**config.mk**
```make
export PLATFORM = sky130hd
export DESIGN_NAME = mem_timer_responder_flat
export DESIGN_NICKNAME = d
export VERILOG_FILES = /design/src/rtl/mem_timer_responder_if.sv /design/src/rtl/mem_timer_responder.sv /design/src/flat_wrapper.sv
export SDC_FILE = /design/constraint.sdc
export NUM_CORES = 1
export LEC_CHECK = 0
export BUFFER_PORTS_ARGS = -buffer_cell sky130_fd_sc_hd__buf_2
export CAP_MARGIN = 30
export CORE_MARGIN = 2
export CORE_UTILIZATION = 59
export DETAILED_ROUTE_END_ITERATION = 8
export GPL_TIMING_DRIVEN = 0
export PLACE_DENSITY = 0.86
export REMOVE_ABC_BUFFERS = 1
export SLEW_MARGIN = 20
export SYNTH_ARGS = -nofsm -noshare
export SYNTH_HDL_FRONTEND = slang
export SYNTH_SLANG_ARGS = --single-unit
```
**constraint.sdc**
```tcl
create_clock -name clk -period 4.6 [get_ports clk]
set_input_delay 0.92 -clock clk [delete_from_list [all_inputs] [get_ports clk]]
set_output_delay 0.92 -clock clk [all_outputs]
set_load 0.03 [all_outputs]
```
**src/rtl/mem_timer_responder_if.sv**
```systemverilog
// MEM-port bus between the core and the timer responder.
// Enable, byte strobes, address, write data, read data and interrupt.
interface mem_timer_responder_if;
  logic        en_i;
  logic [3:0]  write_i;
  logic [31:0] addr_i;
  logic [31:0] data_i;
  logic [31:0] data_o;
  logic        irq_o;

  modport master (
    output en_i,
    output write_i,
    output addr_i,
    output data_i,
    input  data_o,
    input  irq_o
  );

  modport slave (
    input  en_i,
    input  write_i,
    input  addr_i,
    input  data_i,
    output data_o,
    output irq_o
  );
endinterface

```
**src/rtl/mem_timer_responder.sv**
```systemverilog
// Memory-mapped 32-bit timer responder on the MEM data port.
// Optional prescaler enabled by defining TIMER_PRESCALE_EN.
module mem_timer_responder #(
  parameter logic [31:0] BASE_ADDR     = 32'h0001_0000,
  parameter logic [31:0] RESET_COMPARE = 32'hFFFF_FFFF
) (
  input  logic                 clk,
  input  logic                 rst_i,
  mem_timer_responder_if.slave bus
);

  localparam logic [2:0] OFF_CTRL  = 3'd0;
  localparam logic [2:0] OFF_COUNT = 3'd1;
  localparam logic [2:0] OFF_CMP   = 3'd2;
  localparam logic [2:0] OFF_STAT  = 3'd3;
  localparam logic [2:0] OFF_PRESC = 3'd4;

  function automatic logic [31:0] merge(
    input logic [31:0] old_v,
    input logic [31:0] new_v,
    input logic [3:0]  strb
  );
    logic [31:0] r;
    for (int k = 0; k < 4; k++) begin
      r[8*k +: 8] = strb[k] ? new_v[8*k +: 8]
                            : old_v[8*k +: 8];
    end
    return r;
  endfunction

  logic [2:0]  ctrl_q, ctrl_d;
  logic [31:0] count_q, count_d;
  logic [31:0] cmp_q, cmp_d;
  logic        match_q, match_d;
  logic [31:0] rdata;
  logic [31:0] data_q;

  logic        hit, wr, rd;
  logic [2:0]  off;
  logic        tick, at_cmp;
  logic [31:0] ticked;
  logic [31:0] ctrl_m;

  assign hit = bus.en_i &&
               (bus.addr_i[31:5] == BASE_ADDR[31:5]);
  assign off = bus.addr_i[4:2];
  assign wr  = hit && (bus.write_i != 4'b0000);
  assign rd  = hit && (bus.write_i == 4'b0000);

  assign at_cmp = (count_q == cmp_q);

`ifdef TIMER_PRESCALE_EN
  logic [15:0] presc_q, presc_d;
  logic [15:0] psc_q, psc_d;
  logic [31:0] presc_m;

  assign tick = ctrl_q[0] && (psc_q == presc_q);

  // Prescale counter and PRESC register next-state.
  always_comb begin
    presc_m = merge({16'h0, presc_q}, bus.data_i,
                    bus.write_i);
    presc_d = presc_q;
    if (wr && off == OFF_PRESC) presc_d = presc_m[15:0];
    psc_d = psc_q + 16'd1;
    if (!ctrl_q[0] || tick) psc_d = 16'd0;
  end

  // Prescaler state register.
  always_ff @(posedge clk) begin
    if (rst_i) begin
      presc_q <= 16'd0;
      psc_q   <= 16'd0;
    end else begin
      presc_q <= presc_d;
      psc_q   <= psc_d;
    end
  end
`else
  assign tick = ctrl_q[0];
`endif

  // Counter, match and software write next-state.
  always_comb begin
    ticked = count_q;
    if (tick) begin
      if (at_cmp && ctrl_q[1]) ticked = 32'd0;
      else                     ticked = count_q + 32'd1;
    end

    count_d = ticked;
    if (wr && off == OFF_COUNT)
      count_d = merge(ticked, bus.data_i, bus.write_i);

    ctrl_m = merge({29'h0, ctrl_q}, bus.data_i,
                   bus.write_i);
    ctrl_d = ctrl_q;
    if (wr && off == OFF_CTRL) ctrl_d = ctrl_m[2:0];

    cmp_d = cmp_q;
    if (wr && off == OFF_CMP)
      cmp_d = merge(cmp_q, bus.data_i, bus.write_i);

    match_d = match_q;
    if (wr && off == OFF_STAT && bus.write_i[0] &&
        bus.data_i[0])
      match_d = 1'b0;
    if (tick && at_cmp) match_d = 1'b1;
  end

  // Read data mux from pre-update register values.
  always_comb begin
    rdata = 32'd0;
    case (off)
      OFF_CTRL:  rdata = {29'h0, ctrl_q};
      OFF_COUNT: rdata = count_q;
      OFF_CMP:   rdata = cmp_q;
      OFF_STAT:  rdata = {31'h0, match_q};
`ifdef TIMER_PRESCALE_EN
      OFF_PRESC: rdata = {16'h0, presc_q};
`endif
      default:   rdata = 32'd0;
    endcase
  end

  // Timer register file and registered read data.
  always_ff @(posedge clk) begin
    if (rst_i) begin
      ctrl_q  <= 3'd0;
      count_q <= 32'd0;
      cmp_q   <= RESET_COMPARE;
      match_q <= 1'b0;
      data_q  <= 32'd0;
    end else begin
      ctrl_q  <= ctrl_d;
      count_q <= count_d;
      cmp_q   <= cmp_d;
      match_q <= match_d;
      if (rd) data_q <= rdata;
    end
  end

  assign bus.data_o = data_q;
  assign bus.irq_o  = match_q & ctrl_q[2];

endmodule

```
**src/flat_wrapper.sv**
```systemverilog
// flat-port wrapper written by rule: the top's interface ports become plain ports
module mem_timer_responder_flat 
#(
  parameter logic [31:0] BASE_ADDR     = 32'h0001_0000,
  parameter logic [31:0] RESET_COMPARE = 32'hFFFF_FFFF
)
  (clk, rst_i, bus_en_i, bus_write_i, bus_addr_i, bus_data_i, bus_data_o, bus_irq_o);
  mem_timer_responder_if bus_i ();
  input  logic clk;
  input  logic rst_i;
  input wire logic [$bits(bus_i.en_i)-1:0] bus_en_i;
  input wire logic [$bits(bus_i.write_i)-1:0] bus_write_i;
  input wire logic [$bits(bus_i.addr_i)-1:0] bus_addr_i;
  input wire logic [$bits(bus_i.data_i)-1:0] bus_data_i;
  output wire logic [$bits(bus_i.data_o)-1:0] bus_data_o;
  output wire logic [$bits(bus_i.irq_o)-1:0] bus_irq_o;
  assign bus_i.en_i = bus_en_i;
  assign bus_i.write_i = bus_write_i;
  assign bus_i.addr_i = bus_addr_i;
  assign bus_i.data_i = bus_data_i;
  assign bus_data_o = bus_i.data_o;
  assign bus_irq_o = bus_i.irq_o;
  mem_timer_responder #(.BASE_ADDR(BASE_ADDR), .RESET_COMPARE(RESET_COMPARE)) u_core (.clk(clk), .rst_i(rst_i), .bus(bus_i));
endmodule
```
# Word-level counts from Yosys, hierarchy flattened
# Index checks and enable logic that the tools add are counted.
[op_classes]
addsub = 1
eq_ne = 5
mux = 10
bitwise = 1
reduce_logical = 20
[op_table]
columns = ["operator", "count"]
rows = [
  ["$pmux W32 S4", 1],
  ["$mux W32", 3],
  ["$add A32 B1 Y32 const B", 1],
  ["$eq A32 B32 Y1", 1],
  ["$mux W8", 4],
  ["$eq A27 B12 Y1 const B", 1],
  ["$logic_and A1 B1 Y1", 11],
  ["$reduce_and A2 Y1", 5],
  ["$eq A3 B2 Y1 const B", 2],
  ["$logic_not A4 Y1", 1],
  ["$reduce_bool A4 Y1", 1],
  ["$eq A3 B1 Y1 const B", 1],
  ["$logic_not A3 Y1", 1],
  ["$mux W1", 2],
  ["$reduce_bool A2 Y1", 1],
  ["$and A1 B1 Y1", 1],
]
[totals]
ff_bits = 100
in_bits = 71
out_inout_bits = 33
wordCells = 45

# Depth between registers and ports, before layout
# Gate-level depths: netlist of run 1.
[depth]
word_depth = 8
depth_mapped = 9
depth_no_buf = 7

# Worst setup path before layout of run 1
# No wires, ideal clock.
[synth_timing]
kind = "input-to-reg"
startpoint = "in bus_addr_i[2]"
endpoint = "reg u_core.count_q[1]"
setup_ns = 0.132
arrival_time_ns = 2.322
required_time_ns = 4.468
slack_ns = 2.146
stages = 6
path_buffers = 2
cell_sequence = "buf_2 nor3b_1 clkbuf_1 nand3_1 nand3_1 a21oi_1"
[synth_via]
elab_chain_len = 3
[synth_lines]
columns = ["item", "line", "text"]
rows = [
  ["from (decl)", "flat_wrapper.sv:13", "input wire logic [$bits(bus_i.addr_i)-1:0] bus_addr_i;"],
  ["$eq A3 B1 Y1", "mem_timer_responder.sv:92", "if (wr && off == OFF_COUNT)"],
  ["$logic_and A1 B1 Y1", "mem_timer_responder.sv:92", ""],
  ["$mux W32", "mem_timer_responder.sv:92", ""],
  ["to (signal assigned)", "mem_timer_responder.sv:136", "count_q <= count_d;"],
  ["to (decl)", "mem_timer_responder.sv:32", "logic [31:0] count_q, count_d;"],
]
# Every way passes these cells.
# A chain may end at the register's enable or synchronous reset.

# Final worst setup path of run 1
[layout_timing]
startpoint = "in bus_addr_i[2]"
endpoint = "reg u_core.count_q[10]"
# The elaborated chain is that of the path after synthesis.

==> results.toml, run 1 <==
[status]
status = "complete, no violations"

[synthesis]
synth_adder_area_share = 0.002436
ys_seq_elements = 100
synth_mux_area_frac = 0.02022
yosys.area_share.simple = 0.3055
ys_seq_area_frac = 0.3898
synth_warnings = 0
synth_compound_area_frac = 0.1242
synth_area_mm2 = 0.005136
synth_top_family_by_area = "simple AND/OR/NAND/NOR gates"
synth-xor-area-share = 0.1072
synthDistinctLibCells = 39
syn_inst = 633
synth.avg_cell_area_um2 = 8.114

[layout]
layout_commonest_cell = "nand2_1"
areaGrowthSynthToFinish_pct = 14.93
num_antenna_cells = 0
finish.utilization = 0.6870
fillCellCount = 726
final_cell_mix = "109 x nand2_1, 100 x buf_2, 100 x dfxtp_1"
drive_gt1_frac = 0.1876
fin_nets = 777

[grt]
antenna_found_initial = 0
grt_usage = 0.2699
grt_pass1_wl_mm = 21.20
grt_max_degree = 53
globalRouteOverflowTotal = 0
first_global_vias = 4508

[timing]
rsz0062_at_grt = "false"
min_period_over_period = 0.5945
tns_ns = 0
clock.fmax_mhz = 365.7
min_period_ns = 2.735
drv_slew = 0
maxSlewHeadroom = 0.4253
skew_ns = 0.01048
tightest_slew_ns = 0.8584
final.setup.worst_slack_ns = 1.865
hold_viol_final = 0
setup_viol = 0
hold_ws_ns = 0.4788

[setup_path]
endpoint_kind = "register"
worstPathRequired_ns = 4.89
worst_setup_path_start_kind = "input port"
critical_path_class = "input port to register"
worst-path-max-fanout = 13
worst_ep_arrival_time_ns = 3.02

[clock_network]
cts_resized = 0
numCtsBuffers = 9
cts.root.buffer_cell = "clkbuf_8"
cts_tree = "yes"
clk_pin_slew_ns = 0.09
postCtsSetupBuffers = 0
htree_levels = 3
cts_buffer_depth = 2
cts_hold_buf = 0
cts.sinks = 100
clk_latency_ns = 0.36

[placement]
gp_congestion = 0.9045
place_ws_ns = 1.109
placement.io_buffers = 101
dp_hpwl_mm = 9.442

[routing]
viasPerCell = 5.976
vias = 4882
drt_first_pass_iters = 4
antenna_left = 0
drc = 0
drt_iter0_drc = 300
drt-total-wl_mm = 13.00
wl_per_cell_um = 15.91

[die]
initial_utilization = 0.5977
dieArea_mm2 = 0.009467
die_w_um = 97.30
core_mm2 = 0.008593
pin_count = 104
die_h_um = 97.30
rows = 34

[power_and_ir_drop]
power_density_mw_per_mm2 = 259.1
p_leak_uw = 0.002320
vdd_ir_drop_max_mv = 0.1984

[flow_run]
maxCapViolCount = 0

[hold_path]
hold_class = "register to register"
## worst paths after layout
kind	slack, ns	from	cells after the start	end
worst max-delay path	1.87	bus_addr_i[2]	7	u_core.count_q[10]
worst min-delay path	0.48	u_core.bus.data_o[0]	2	u_core.bus.data_o[0]
worst max register to register	2.10	u_core.count_q[8]	7	u_core.count_q[20]
worst min register to register	0.48	u_core.bus.data_o[0]	2	u_core.bus.data_o[0]
## routing by layer
layer | vias to the layer above | GRT usage | wire length [um] | share of wire
li1 | 2371 | - | - | -
met1 | 2308 | 0.3515 | 5589 | 0.43
met2 | 173 | 0.4567 | 6261 | 0.48
met3 | 30 | 0.03309 | 818 | 0.063
met4 | 0 | 0.1079 | 325 | 0.025
met5 | - | 0 | 0 | 0
## flip-flops by register name, indices dropped and copies added, names as in the netlist
name / flops
u_core.cmp_q: 32
u_core.ctrl_q: 3
u_core.count_q: 32
u_core.match_q: 1
u_core.bus.data_o: 32
## worst max-delay path, stage by stage
cell and delay (ns):
buf_2 0.17, nor3b_2 0.73, buf_4 0.34, buf_4 0.22, and3_1 0.38, nand2_1 0.10, a21oi_1 0.14
## cell type report
class,count,area [um^2],area share
clock inverter,4,48.80,0.008266
clock buffer,11,151.4,0.02565
multi-input combinational,477,2893,0.4900
timing repair buffer,110,646.9,0.1096
tap,108,135.1,0.02289
inverter,7,26.28,0.004451
sequential,100,2002,0.3391
## logic make-up after synthesis
group / count (synthesis)
mux: 9
fa+ha+maj: 1
flops: 100
buf+inv: 56
xor+xnor: 62
compound gates: 97
simple gates: 308
## power breakdown
| part | switching [uW] | total (uW) | internal [uW] |
|---|---|---|---|
| sequential | 0.000000457 | 865 | 865 |
| clock | 297 | 575 | 278 |
| combinational | 48.0 | 89.6 | 41.5 |
| total | 345 | 1530 | 1180 |
## Yosys cell counts
cell,instances,share of area
nor4_1,19,0.023
a21oi_1,28,0.027
nand3b_1,42,0.061
and3_1,9,0.011
nor2_1,49,0.036
mux2i_1,7,0.014
nor3_1,6,0.0058
or4b_1,1,0.0019
o21ai_0,1,0.00097
o31a_1,1,0.0017
nor3b_1,1,0.0015
nand2_1,109,0.080
xnor2_1,18,0.031
or2_2,1,0.0012
a22oi_1,29,0.042
nand2b_1,2,0.0024
nor4b_1,3,0.0051
buf_6,4,0.0088
a211oi_1,29,0.042
nand4_1,9,0.011
nor4_2,1,0.0024
and2_1,1,0.0012
clkbuf_1,29,0.021
mux2_2,1,0.0022
nor3_2,1,0.0019
nor2b_1,3,0.0037
buf_2,16,0.016
a311oi_1,1,0.0017
nand3_1,42,0.041
inv_1,7,0.0051
and4_1,7,0.012
xor2_1,43,0.073
dfxtp_1,100,0.39
o21ai_1,8,0.0078
ha_1,1,0.0024
and4b_1,1,0.0019
xor2_2,1,0.0032
or4_1,1,0.0015
mux4_2,1,0.0044
## per-stage QoR
stage               instance area (um^2)  std cells  total power [uW]
CTS                                 5884        815              1534
global placement                    5543        793             966.0
floorplan                           4902        584             910.1
global route                        5903        817              1574
detailed placement                  5684        800             973.3
finish                              5903        817              1530
No activity file was read; power rests on OpenSTA's default activity.
==> run 2, diff against run 1 <==
Settings changed: ABC_AREA set to 1, CORE_UTILIZATION 59 to 57, PLACE_DENSITY 0.86 to 0.82.
Clock period 4.6 ns to 2.7 ns, I/O delays scaled along.
==> results.toml, run 2 <==
[status]
status = "complete, no violations"

[layout]
areaGrowthSynthToFinish_pct = 12.99
final_cell_mix = "223 x nand2_1, 133 x nor2_1, 109 x nand3_1"
finish.utilization = 0.6684
fin_nets = 1062
num_antenna_cells = 0
drive_gt1_frac = 0.1729
layout_commonest_cell = "nand2_1"

[grt]
antenna_found_initial = 0
first_global_vias = 5228
grt_pass1_wl_mm = 25.42
grt_usage = 0.2869
globalRouteOverflowTotal = 0
grt_max_degree = 42

[synthesis]
synth_area_mm2 = 0.005836
synth_common_cells = "223 x nand2_1, 133 x nor2_1, 109 x nand3_1, 100 x dfxtp_1, 84 x inv_1"
synth_area_leaders = "dfxtp_1 34%, nand2_1 14%, nand3_1 9.3%"
yosys.area_share.simple = 0.4202
synth_mux_area_frac = 0
ys_seq_area_frac = 0.3431
synth_compound_area_frac = 0.1111
synth_top_area_frac = 0.3431
synth-main-ff-cell = "dfxtp_1"
ys_seq_elements = 100
async_flop_share = 0
synth.most_common_cell = "nand2_1"
syn_inst = 907
synth-xor-area-share = 0.03152
yosysTopAreaCell = "dfxtp_1"
synth-edff-count = 0
synth.avg_cell_area_um2 = 6.434
synth_adder_area_share = 0.002144
synth_top_family_by_area = "simple AND/OR/NAND/NOR gates"
synthDistinctLibCells = 38
synth_warnings = 0

[die]
pin_count = 104
die_h_um = 105.2
initial_utilization = 0.5916
rows = 36
dieArea_mm2 = 0.01106
core_mm2 = 0.009864
die_w_um = 105.2

[power_and_ir_drop]
seq_power_share = 0.583
p_int_uw = 1890
p_leak_uw = 0.003077
clock_power_share = 0.348
power_density_mw_per_mm2 = 383.4
pwr-share-comb = 0.069
vdd_ir_drop_max_mv = 0.2233
switching_share = 0.2526
p_sw_uw = 638.5

[routing]
drt_first_pass_iters = 6
drt-total-wl_mm = 15.98
wl_per_cell_um = 14.17
drc = 0
vias = 6162
viasPerCell = 5.463
drt_iter0_drc = 463
antenna_left = 0

[setup_path]
worstPathRequired_ns = 2.95
critical_path_class = "input port to register"
critPathBufInv = 3
endpoint_kind = "register"
worst_ep_arrival_time_ns = 2.80
crit_path_top_delay_cell = "inv_2"
crit_start = "bus_addr_i[2]"
worst-path-max-fanout = 24
cp_slowest_stage_delay_ns = 0.63
crit_chain = "buf_2 -> inv_1 -> nand3_2 -> inv_2 -> nand4_1 -> nand2_1 -> nand3_1"
critPathTopFamily = "simple AND/OR/NAND/NOR gates"
worst_setup_path_start_kind = "input port"
r2r-start = "u_core.count_q[0]"

[timing]
hold_viol_final = 0
rsz0062_at_grt = "false"
clock.fmax_mhz = 391.6
min_period_over_period = 0.9457
tightest_slew_ns = 0.7270
setup_viol = 0
skew_ns = 0.01065
maxSlewHeadroom = 0.5148
min_period_ns = 2.553
drv_slew = 0
hold_ws_ns = 0.4077

[clock_network]
cts_buffer_depth = 2
numCtsBuffers = 9
clk_pin_slew_ns = 0.10
postCtsSetupBuffers = 0
cts.sinks = 100
cts_tree = "yes"
htree_levels = 3
cts_resized = 0
cts_hold_buf = 0
clk_latency_ns = 0.38
cts.root.buffer_cell = "clkbuf_8"

[flow_run]
maxCapViolCount = 0

[placement]
dp_hpwl_mm = 11.62
placement.io_buffers = 101
gp_congestion = 0.9615

[hold_path]
min_from = "bus_data_i[15]"
hold_class = "input port to register"
[run 2: cell count changes in the layout (fill, tap and decap cells not counted), moves of 11 or more]
| cell | change |
|---|---|
| nor2_1 | +84 |
| nand3b_1 | -41 |
| nor4_1 | -18 |
| o22ai_1 | +23 |
| nand4_1 | +11 |
| a22oi_1 | -29 |
| inv_1 | +77 |
| nand3_1 | +67 |
| o21ai_0 | +52 |
| a211oi_1 | -27 |
| xor2_1 | -32 |
| nand2_1 | +114 |
[run 2: final timing paths]
path | cells past startpoint | to | slack, ns
worst max register to register | 12 | u_core.count_q[20] | 0.49
worst min-delay path | 3 | u_core.cmp_q[15] | 0.41
worst max-delay path | 7 | u_core.cmp_q[29] | 0.15
worst min register to register | 2 | u_core.bus.data_o[27] | 0.48
[run 2: per-layer routing]
metal | wire length (um) | track usage | up-vias
li1 | - | - | 3097
met1 | 7040 | 0.3985 | 2740
met2 | 7145 | 0.4525 | 301
met3 | 1508 | 0.04117 | 24
met4 | 284 | 0.1019 | 0
met5 | 0 | 0 | -
[run 2: power groups by stage]
| stage | Combinational (uW) | Clock [uW] | Sequential, uW |
|---|---|---|---|
| 6_report | 175 | 879 | 1470 |
| 2_1_floorplan | 67.0 | 0 | 1510 |
| 4_1_cts | 172 | 886 | 1470 |
| 5_1_grt | 192 | 940 | 1470 |
| 3_3_place_gp | 167 | 0 | 1510 |
| 3_5_place_dp | 172 | 0 | 1510 |
[run 2: kinds of logic after synthesis]
| kind of cell | after synthesis |
|---|---|
| AO/OA/AOI/OAI | 118 |
| flip-flops | 100 |
| AND/OR/NAND/NOR | 536 |
| XOR/XNOR | 21 |
| adder cells (fa/ha/maj) | 1 |
| buffers and inverters | 131 |
[run 2: layout make-up]
| class | instances | area (um^2) |
|---|---|---|
| Clock buffer | 11 | 141.4 |
| Clock inverter | 5 | 27.53 |
| Fill cell | 984 | 3271 |
| Inverter | 97 | 365.4 |
| Multi-Input combinational cell | 676 | 3297 |
| Sequential cell | 100 | 2002 |
| Tap cell | 133 | 166.4 |
| Timing Repair Buffer | 106 | 594.3 |
[run 2: metrics by stage]
step	area, um^2	cells	setup TNS [ns]	worst slack [ns]	power, uW
global placement	6335	1107	-50.47	-0.7239	1675
detailed placement	6397	1111	-10.17	-0.3638	1680
CTS	6566	1127	0	0.02169	2531
finish	6594	1128	0	0.1466	2528
global route	6594	1128	0	0.03610	2606
floorplan	5663	873	0	0.6143	1575
[run 2: worst register-to-register path: stages (launching register included)]
cell and delay, ns:
dfxtp_1 0.37, inv_1 0.12, nand2_1 0.06, nand2_1 0.12, nand2_1 0.07, nor2_1 0.16, nand2_1 0.11, nor2_1 0.14
nand4_1 0.33, buf_8 0.28, buf_6 0.15, nand3_1 0.09, a21oi_1 0.08
==> run 3, diff against run 2 <==
--- a/config.mk
+++ b/config.mk
@@ -10,8 +10,9 @@
 export CAP_MARGIN = 30
 export CORE_MARGIN = 2
-export CORE_UTILIZATION = 57
+export CORE_UTILIZATION = 40
+export CTS_BUF_LIST = sky130_fd_sc_hd__clkbuf_16
 export DETAILED_ROUTE_END_ITERATION = 8
 export GPL_TIMING_DRIVEN = 0
-export PLACE_DENSITY = 0.82
+export PLACE_DENSITY = 0.61
 export REMOVE_ABC_BUFFERS = 1
 export SLEW_MARGIN = 20
==> constraint.sdc (replaced) <==
create_clock -name clk -period 2.7 [get_ports clk]
set_input_delay 0.405 -clock clk [delete_from_list [all_inputs] [get_ports clk]]
set_output_delay 0.405 -clock clk [all_outputs]
set_load 0.03 [all_outputs]
==> results.toml, run 3 (synthesis results as in run 2) <==
[status]
status = "complete, no violations"

[hold_path]
hold_class = "input port to register"
min_from = "bus_data_i[4]"

[routing]
drt_iter0_drc = 419
vias = 6017
drc = 0
viasPerCell = 5.108
antenna_left = 0
drt_first_pass_iters = 5
drt-total-wl_mm = 17.33
wl_per_cell_um = 14.71

[grt]
grt_usage = 0.2262
grt_pass1_wl_mm = 28.10
grt_max_degree = 42
first_global_vias = 5551
antenna_found_initial = 0
globalRouteOverflowTotal = 0

[timing]
hold_viol_final = 0
drv_slew = 0
clock.fmax_mhz = 413.3
skew_ns = 0.01050
min_period_over_period = 0.8961
min_period_ns = 2.419
rsz0062_at_grt = "false"
hold_ws_ns = 0.2941
setup_viol = 0
tightest_slew_ns = 0.7655
maxSlewHeadroom = 0.4891
final.setup.worst_slack_ns = 0.2806
tns_ns = 0

[placement]
placement.io_buffers = 101
dp_hpwl_mm = 12.55
gp_congestion = 0.8489
placedInstanceArea_mm2 = 0.006460
place_ws_ns = -0.1632

[layout]
fin_nets = 1062
finish.instance_area_mm2 = 0.006750
drive_gt1_frac = 0.1720
fillCellCount = 1537
layout_commonest_cell = "nand2_1"
areaGrowthSynthToFinish_pct = 15.67
final_cell_mix = "222 x nand2_1, 133 x nor2_1, 109 x nand3_1"
num_antenna_cells = 0

[setup_path]
endpoint_kind = "register"
worst_ep_arrival_time_ns = 2.65
r2r-start = "u_core.count_q[23]"
worst_setup_path_start_kind = "input port"
critical_path_class = "input port to register"
worstPathRequired_ns = 2.93
crit_start = "bus_addr_i[2]"
worst-path-max-fanout = 24

[clock_network]
clk_pin_slew_ns = 0.07
cts.sinks = 100
clk_latency_ns = 0.36
cts_buffer_depth = 2
cts_hold_buf = 0
numCtsBuffers = 9
cts_tree = "yes"
htree_levels = 3
cts.root.buffer_cell = "clkbuf_16"

[flow_run]
maxCapViolCount = 0

[die]
initial_utilization = 0.4061
dieArea_mm2 = 0.01557
pin_count = 104
core_mm2 = 0.01437
die_w_um = 124.8
die_h_um = 124.8
rows = 44

[power_and_ir_drop]
power_density_mw_per_mm2 = 435.3
p_leak_uw = 0.003121
vdd_ir_drop_max_mv = 0.2740
==> run 3: cell type report <==
cell class | instances | area (um^2) | share of cell area
clock buffer | 9 | 225.2 | 0.03336
clock inverter | 6 | 56.30 | 0.008341
inverter | 97 | 366.6 | 0.05431
multi-input combinational | 676 | 3299 | 0.4888
sequential | 100 | 2002 | 0.2966
tap | 184 | 230.2 | 0.03411
timing repair buffer | 106 | 570.5 | 0.08452
==> run 3: stage by stage <==
stage	power, uW	util	std cells
floorplan	1575	-	873
global placement	1683	0.4453	1158
global route	3047	0.4698	1178
finish	2938	0.4698	1178
CTS	2960	0.4692	1177
detailed placement	1685	0.4496	1162
==> run 3: critical path, stage by stage <==
cell,delay [ns]
buf_2,0.12
inv_1,0.13
nand3_2,0.60
clkinv_2,0.57
nand4_1,0.53
nand2_1,0.19
nand3_1,0.09
==> run 3: metal layers <==
metal,track usage,share of wire,up-vias
li1,-,-,3100
met1,0.3100,0.47,2729
met2,0.3635,0.45,170
met3,0.04768,0.066,18
met4,0.05684,0.013,0
met5,0,0,-
==> run 3: power breakdown <==
group          switching (uW)  internal [uW]  leakage (uW)
logic                     117           60.3       0.00217
registers         0.000000808           1470      0.000806
clock network             579            708      0.000144
==> run 3: final timing paths <==
path                      endpoint  slack [ns]  cells after the start
min                u_core.cmp_q[4]        0.29                      3
max               u_core.cmp_q[28]        0.28                      7
min reg2reg  u_core.bus.data_o[22]        0.48                      2
max reg2reg     u_core.count_q[20]        0.60                     11
==> run 3: what timing repair did <==
item / in CTS / in global routing
setup endpoints to repair: 0 / 15
endpoints found under the hold margin: 0 / 0
gates resized for setup: 0 / 1
buffers inserted: 0 / 1
